$ cat src/rtl/fetch_queue_unit.sv
// fetch_queue_unit
//   Multi-issue instruction fetch stage with a decoupling bundle queue. Walks sequential
//   PCs, keeps at most one request outstanding on the imem port, and buffers ISSUE-wide
//   bundles for decode. A redirect flushes the queue and squashes any in-flight fetch.
// Ports
//   i_clk, i_rst_n        clock (rising edge), asynchronous active-low reset
//   i_redirect_valid/pc   restart fetch at a new word-aligned PC
//   o_imem_req/addr       fetch request; address held until granted
//   i_imem_gnt            request accepted this cycle
//   i_imem_rvalid/rdata   in-order response, slot i = word at addr + 4*i
//   o_out_valid/ready     head-of-queue handshake with decode
//   o_out_pc/instr        PC of slot 0 and the head bundle (slot 0 in bits [31:0])
module fetch_queue_unit #(
    parameter int unsigned ISSUE    = 2,
    parameter int unsigned DEPTH    = 4,
    parameter logic [31:0] RESET_PC = 32'h0
) (
    input  logic                  i_clk,
    input  logic                  i_rst_n,
    input  logic                  i_redirect_valid,
    input  logic [31:0]           i_redirect_pc,
    output logic                  o_imem_req,
    output logic [31:0]           o_imem_addr,
    input  logic                  i_imem_gnt,
    input  logic                  i_imem_rvalid,
    input  logic [32*ISSUE-1:0]   i_imem_rdata,
    output logic                  o_out_valid,
    input  logic                  i_out_ready,
    output logic [31:0]           o_out_pc,
    output logic [32*ISSUE-1:0]   o_out_instr
);

    localparam int unsigned PTR_W = $clog2(DEPTH);
    localparam int unsigned CNT_W = PTR_W + 1;
    localparam int unsigned IW    = 32 * ISSUE;
    localparam logic [31:0] STEP  = 32'(4 * ISSUE);

    typedef enum logic [1:0] {StIdle, StReq, StWait} state_e;

    state_e             r_state;
    logic [31:0]        r_fetch_pc;
    logic [31:0]        r_req_pc;
    logic               r_drop;
    logic               r_imem_req;
    logic [PTR_W-1:0]   r_rd_ptr;
    logic [PTR_W-1:0]   r_wr_ptr;
    logic [CNT_W-1:0]   r_count;
    logic [31:0]        r_mem_pc    [DEPTH];
    logic [IW-1:0]      r_mem_instr [DEPTH];

    logic               w_push;
    logic               w_pop;
    logic [CNT_W-1:0]   w_count_nxt;
    logic               w_space;

    always_comb begin
        w_push      = (r_state == StWait) && i_imem_rvalid && !r_drop;
        w_pop       = (r_count != '0) && i_out_ready;
        w_count_nxt = r_count + CNT_W'(w_push) - CNT_W'(w_pop);
        // One slot must stay free for the bundle a new request will return.
        w_space     = w_count_nxt < CNT_W'(DEPTH);
    end

    always_ff @(posedge i_clk or negedge i_rst_n) begin
        if (!i_rst_n) begin
            r_state    <= StIdle;
            r_fetch_pc <= RESET_PC;
            r_req_pc   <= '0;
            r_drop     <= 1'b0;
            r_imem_req <= 1'b0;
            r_rd_ptr   <= '0;
            r_wr_ptr   <= '0;
            r_count    <= '0;
            for (int i = 0; i < int'(DEPTH); i++) begin
                r_mem_pc[i]    <= '0;
                r_mem_instr[i] <= '0;
            end
        end else if (i_redirect_valid) begin
            // Redirect overrides push, pop and the sequential PC step.
            r_fetch_pc <= i_redirect_pc;
            r_rd_ptr   <= '0;
            r_wr_ptr   <= '0;
            r_count    <= '0;
            case (r_state)
                StIdle: begin
                    r_state    <= StReq;
                    r_imem_req <= 1'b1;
                end
                StReq: begin
                    if (i_imem_gnt) begin
                        // The request just granted carries the old PC.
                        r_drop     <= 1'b1;
                        r_state    <= StWait;
                        r_imem_req <= 1'b0;
                    end
                end
                StWait: begin
                    if (i_imem_rvalid) begin
                        r_drop     <= 1'b0;
                        r_state    <= StReq;
                        r_imem_req <= 1'b1;
                    end else begin
                        r_drop <= 1'b1;
                    end
                end
                default: begin
                    r_state    <= StIdle;
                    r_imem_req <= 1'b0;
                end
            endcase
        end else begin
            if (w_push) begin
                r_mem_pc[r_wr_ptr]    <= r_req_pc;
                r_mem_instr[r_wr_ptr] <= i_imem_rdata;
                r_wr_ptr              <= r_wr_ptr + PTR_W'(1);
            end
            if (w_pop) begin
                r_rd_ptr <= r_rd_ptr + PTR_W'(1);
            end
            r_count <= w_count_nxt;
            case (r_state)
                StIdle: begin
                    if (w_space) begin
                        r_state    <= StReq;
                        r_imem_req <= 1'b1;
                    end
                end
                StReq: begin
                    if (i_imem_gnt) begin
                        r_req_pc   <= r_fetch_pc;
                        r_fetch_pc <= r_fetch_pc + STEP;
                        r_state    <= StWait;
                        r_imem_req <= 1'b0;
                    end
                end
                StWait: begin
                    if (i_imem_rvalid) begin
                        r_drop     <= 1'b0;
                        r_state    <= w_space ? StReq : StIdle;
                        r_imem_req <= w_space;
                    end
                end
                default: begin
                    r_state    <= StIdle;
                    r_imem_req <= 1'b0;
                end
            endcase
        end
    end

    assign o_imem_req  = r_imem_req;
    assign o_imem_addr = r_fetch_pc;
    assign o_out_valid = (r_count != '0);
    assign o_out_pc    = r_mem_pc[r_rd_ptr];
    assign o_out_instr = r_mem_instr[r_rd_ptr];

endmodule

$ cat config.mk
export PLATFORM = sky130hd
export DESIGN_NAME = fetch_queue_unit
export DESIGN_NICKNAME = d
export VERILOG_FILES = /design/src/rtl/fetch_queue_unit.sv
export SDC_FILE = /design/constraint.sdc
export NUM_CORES = 1
export LEC_CHECK = 0
export CAP_MARGIN = 20
export CORE_ASPECT_RATIO = 1.5
export CORE_MARGIN = 2
export CORE_UTILIZATION = 50
export CTS_CLUSTER_SIZE = 30
export DETAILED_ROUTE_END_ITERATION = 12
export PLACE_DENSITY = 0.7
export RECOVER_POWER = 25
export SLEW_MARGIN = 15
export SYNTH_ARGS = -nofsm -noshare
export SYNTH_HDL_FRONTEND = slang
export SYNTH_SLANG_ARGS = --single-unit
$ cat constraint.sdc
create_clock -name i_clk -period 2.97 [get_ports i_clk]
set_clock_uncertainty 0.1 [all_clocks]
set_input_delay 0.594 -clock i_clk [delete_from_list [all_inputs] [get_ports i_clk]]
set_output_delay 0.594 -clock i_clk [all_outputs]
set_load 0.02 [all_outputs]
== After elaboration in Yosys (flattened, before gate mapping) ==
Cells that the tools add are included.
Cells by class
  add/subtract/negate cells: 5
  $mul: 0
  divide/modulo/power cells: 0
  $lt $le $gt $ge: 4
  eq/ne operators: 5
  shift-type cells: 0
  multiplexer cells: 41
  bitwise operators: 3
  reductions and logical operators: 19
Operator list (count)
  $bwmux W256: 1
  $mux W32: 6
  $mux W64: 3
  $bmux W64 S2: 1
  $bwmux W128: 1
  $demux W64 S2: 1
  $bmux W32 S2: 1
  $demux W32 S2: 1
  $add A32 B4 Y32 const B: 1
  $mux W2: 9
  $reduce_bool A2 Y1: 7
  $pmux W2 S3: 2
  $mux W1: 11
  $ge A3 B3 Y1 const B: 2
  $ne A3 B3 Y1 const B: 2
  $not A2 Y3: 2
  $pmux W1 S3: 2
  $reduce_and A2 Y1: 3
  $add A2 B1 Y2 const B: 2
  $logic_and A1 B1 Y1: 4
  $reduce_and A4 Y1: 1
  $add A3 B1 Y3: 1
  $lt A3 B1 Y1 const B: 1
  $lt A3 B3 Y1 const B: 1
  11 further kinds: 11
Word-level totals
  flip-flop bits (word level): 459
  bits in latches: 0
  memory bits (writable): 0
  bits in read-only memories: 0
  input port bits: 102
  output and inout port bits: 130
  word-level logic and storage cells: 93
  memories kept: 0

== Depth between registers and ports, before layout ==
  word-level depth: 10
  mapped depth: 12
  depth with buffers taken out: 12

== Worst setup path after synthesis ==
Ideal clock, no wire load.
  path kind: in2reg
  from: input port i_imem_rvalid
  to: register r_state[0]
  library setup time: 0.119 ns
  arrival: 2.337 ns
  data required time: 2.751 ns
  setup slack: 0.414 ns
  stages on the path: 12
  buffers on the path: 0
  path through: nand3b_1 nor2_1 inv_1 ha_1 inv_1 ha_1 inv_1 fa_1 xor3_1 nand2_1 a21o_1 and2_1
Between the ends
  longest elaborated chain between the ends: 9
  elaborated cells on any way between the ends: 12
  classes of those cells: 2 x add/sub; 1 x order compare; 2 x eq/ne; 4 x mux; 3 x reduce/logical
Ends and longest elaborated chain
  from (decl): RTL line 25  | input logic i_imem_rvalid,
  $logic_and A1 B1 Y1 (2 in a row): RTL line 57  | w_push = (r_state == StWait) && i_imem_rvalid && !r_drop;
  $add A3 B1 Y3: RTL line 59  | w_count_nxt = r_count + CNT_W'(w_push) - CNT_W'(w_pop);
  $sub A3 B1 Y3: RTL line 59
  $lt A3 B3 Y1: RTL line 61  | w_space = w_count_nxt < CNT_W'(DEPTH);
  $mux W1: RTL line 139  | r_state <= w_space ? StReq : StIdle;
  $mux W2: RTL line 137  | if (i_imem_rvalid) begin
  $pmux W2 S3: RTL line 121  | case (r_state)
  $mux W2: RTL line 78  | end else if (i_redirect_valid) begin
  to (signal assigned): RTL line 124  | r_state <= StReq;
  to (signal assigned): RTL line 139
  to (signal assigned): RTL line 144  | r_state <= StIdle;
  to (decl): RTL line 40  | state_e r_state;
Several ways; a longest one is shown, not always the timed one. The select of a mux whose other input is x is not followed.
A chain may end at the register's enable or synchronous reset.

== Worst setup path in the final report ==
  from: register r_rd_ptr[0]
  to: output port o_out_pc[30]
Between the ends
  longest elaborated chain between the ends: 4
Ends and longest elaborated chain
  from (decl): RTL line 45  | logic [PTR_W-1:0] r_rd_ptr;
  from (signal assigned): RTL line 118  | r_rd_ptr <= r_rd_ptr + PTR_W'(1);
  $not A2 Y3 (implied by the code): RTL line 154  | assign o_out_pc = r_mem_pc[r_rd_ptr];
  $bmux W32 S2: RTL line 154
  $mux W32 (implied by the code) (2 in a row): RTL line 154
  to (decl): RTL line 29  | output logic [31:0] o_out_pc,
Every way passes these cells. The select of a mux whose other input is x is not followed.

==> flow_metrics.py <==
metrics = {
    "placement": {
        "place_congestion": 0.804,
        "dp_hpwl_mm": 27.2,
        "postPlaceCellArea_sq_um": 23200,
        "io_buffers": 231,
        "place_ws_ns": -0.188,
    },
    "global_routing": {
        "antenna_found_initial": 1,
        "grtUsageTotal_pct": 21.7,
        "grtUsageMet1_pct": 27.8,
        "grtUsageMet2_pct": 38.8,
        "grt_max_degree": 82,
        "grt_pass1_vias": 12900,
        "grt_use_met3_pct": 3.35,
        "grt_pass1_wl_mm": 71.6,
        "busiest_layer": "met2",
        "grt.overflow.total": 0,
    },
    "logic_synthesis": {
        "synth.distinct_cells": 45,
        "syn_avg_cell_area_sq_um": 15.9,
        "syn_nets": 1369,
        "netlist.area_leader.share_pct": 57.4,
        "synth-seq-cells": 459,
        "synth_warnings": 0,
        "syn_inst": 1259,
        "ys_seq_area_share_pct": 57.4,
        "synth_area_leader_cell": "dfrtp_1",
        "syn_area_sq_um": 20000,
        "yosys-top-cells-area": "dfrtp_1 57%, mux2_2 24%, mux4_2 11%",
    },
    "floorplanning": {
        "core_area_sq_um": 39400,
        "dieWidth_um": 167,
        "fp.dieH_um": 249,
        "io_pins": 232,
        "fp-row-count": 89,
        "initial_core_util_pct": 50.7,
        "die-area_sq_um": 41600,
    },
    "hold_path": {
        "whs_endpoint": "r_mem_pc[44]",
        "hp-class": "flop to flop",
        "whs_path_depth": 1,
        "hp-start": "r_mem_pc[44]",
    },
    "setup_path": {
        "crit_chain": "buf_12 > buf_12 > mux4_2 > dlygate4sd2_1",
        "path_class": "flop to output port",
        "worstPathArrival_ns": 2.21,
        "cp_num_buf_inv": 3,
        "start_kind": "flop",
        "required_ns": 2.28,
        "crit_path_max_incr_delay_ns": 0.51,
        "reg2regPathDepth": 12,
        "cp-end-kind": "output port",
        "cp_top_family": "buffers and inverters",
        "slowest_stage": "dfrtp_4",
        "cpMostUsedCell": "buf_12",
        "worstReg2RegEnd": "r_state[0]",
        "path_max_fanout": 11,
        "r2r_slack_ns": 0.40,
        "cp.depth": 4,
        "reg2reg_from": "r_state[0]",
    },
    "finish": {
        "final_cell_mix": "457 x dfrtp_1, 420 x mux2_2, 132 x clkdlybuf4s50_1, 96 x mux4_2",
        "final_area_sq_um": 24500,
        "n_fill_cell": 3042,
        "final_common_cell": "dfrtp_1",
        "drive_gt1_share_pct": 44.6,
        "syn_to_final_growth_pct": 22.6,
        "nets": 1622,
    },
    "routing": {
        "dr.first_iter.drc_count": 581,
        "drc_errors": 13,
        "drt_wl_total_mm": 44.0,
        "via_count": 11800,
        "vias_per_cell": 5.74,
        "wl_per_cell_um": 21.5,
        "ant_nets": 0,
        "drt_pass1_iterations": 8,
    },
    "timing": {
        "fin_ws_ns": 0.0691,
        "final-setup-viol-count": 0,
        "slew_headroom_pct": -6.25,
        "tightest_slew_ns": 1.59,
        "period_needed_ns": 2.90,
        "final_hold_viol_count": 0,
        "hold_slack_ns": 0.400,
        "slew_viol_final": 54,
        "rsz0062_at_grt": "false",
        "fin_crit_sh_pct": 97.7,
        "max_freq_ghz": 0.345,
    },
    "outcome": {
        "violations": "DRC, capacitance limit, slew limit",
        "status": "complete, but fails checks",
    },
    "power_and_ir_drop": {
        "p_sw_share_pct": 30.0,
        "ir_drop_mv": 0.489,
        "power_frac_comb_pct": 28.8,
        "switchingPower_uw": 5700,
        "power_frac_seq_pct": 42.0,
        "p_int_uw": 13300,
        "leakagePower_uw": 0.0118,
        "powerDensity_nw_per_um2": 774,
        "clock_power_share_pct": 29.2,
    },
    "clocking": {
        "tritoncts": "yes",
        "insertion_delay_ns": 0.56,
        "cts_htree_levels": 2,
        "path_clk_slew_ns": 0.06,
        "clkSinkCount": 459,
        "cts_max_path_buffers": 3,
        "cts-root-buf": "clkbuf_16",
        "cts_inserted_buffers": 45,
    },
    "run": {
        "cap_violations": 1,
    },
}
[state kept, by name, indices dropped and copies added, names as in the netlist]
signal / cells
o_imem_addr: 32
o_imem_req: 1
r_count: 3
r_drop: 1
r_mem_instr: 256
r_mem_pc: 128
r_rd_ptr: 2
r_req_pc: 32
r_state: 2
r_wr_ptr: 2
[kinds of logic after synthesis]
logic type / count (synthesis) / synth area share (%)
compound gates: 53 / 1.61
buf+inv: 87 / 1.88
flops: 459 / 57.4
fa+ha+maj: 8 / 0.538
simple gates: 119 / 3.22
mux: 517 / 34.5
xor+xnor: 16 / 0.776
[metrics by stage]
stage,util (%),power (uW),std cells,setup TNS (ns)
2_1_floorplan,-,11300,1259,0
3_3_place_gp,58.8,13800,1954,-0.113
3_5_place_dp,58.8,13900,1954,-0.250
4_1_cts,62.5,19300,2048,-0.0584
5_1_grt,62.2,20000,2048,0
6_report,62.2,19000,2048,0
[timing repair]
| item | 4_1_cts | 5_1_grt |
|---|---|---|
| hold buffers | 1 | 0 |
| endpoints found under the setup margin | 96 | 21 |
| resized for setup | 189 | 35 |
| buffers inserted | 7 | 0 |
| endpoints found under the hold margin | 51 | 0 |
| cloned | 4 | 0 |
[synthesized netlist by cell type (all sizes together)]
cell / count
and3: 4
mux4: 96
and2: 3
or3: 6
nor4: 4
nor4b: 1
a31oi: 15
inv: 10
mux2: 420
xor2: 4
o211ai: 1
nor2b: 2
nor3: 7
clkbuf: 23
xnor2: 11
xor3: 1
nand3b: 2
nand4: 10
nor2: 25
nand3: 10
a22o: 1
ha: 7
o31a: 1
nand4b: 2
fa: 1
mux2i: 1
and4: 2
buf: 54
or4: 10
nand2: 30
dfrtp: 459
nand2b: 1
a21oi: 2
a21o: 1
a2bb2oi: 1
o21ai: 22
o31ai: 9
[metal layers]
layer  wire length (um)  vias up
met3               1820       65
li1                   -     5227
met5                  0        -
met1              18200     6205
met2              23100      257
met4                863        0
[how the worst max path moves through the flow]
stage,from,to,slack [ns]
3_5_place_dp,i_imem_rvalid,r_state[0],-0.19
6_report,r_rd_ptr[0],o_out_pc[30],0.07
5_1_grt,r_rd_ptr[0],o_out_pc[21],0.0009
4_1_cts,r_rd_ptr[0],o_out_pc[26],-0.05
3_3_place_gp,i_imem_rvalid,r_state[0],-0.11
2_1_floorplan,i_imem_rvalid,r_state[0],0.41
[area by class of cell]
cell class	count	area (sq um)	share of cell area [%]
antenna	1	2.50	0.0102
inverter	10	37.5	0.153
clock buffer	68	1340	5.45
sequential	459	11500	46.9
timing repair buffer	283	2740	11.2
multi-input combinational	713	8170	33.3
clock inverter	14	103	0.419
tap	500	626	2.55
[worst reg2reg max path, stage by stage (launching register included)]
cell and delay [ns]:
dfrtp_1 0.45, nand3b_1 0.20, nor2_1 0.13, inv_1 0.06
ha_1 0.28, inv_1 0.05, ha_1 0.13, inv_1 0.05
fa_1 0.38, xor3_1 0.20, nand2_1 0.09, a21o_1 0.19
and2_1 0.15
[power groups by stage]
stage	logic [uW]	registers, uW	clock network, uW
final	5470	7970	5540
after global routing	5870	8110	5980
after CTS	5670	7970	5690
after detailed placement	5840	8070	0
after global placement	5780	8010	0
after floorplan	3460	7840	0
Power figures use the tool's default switching activity.
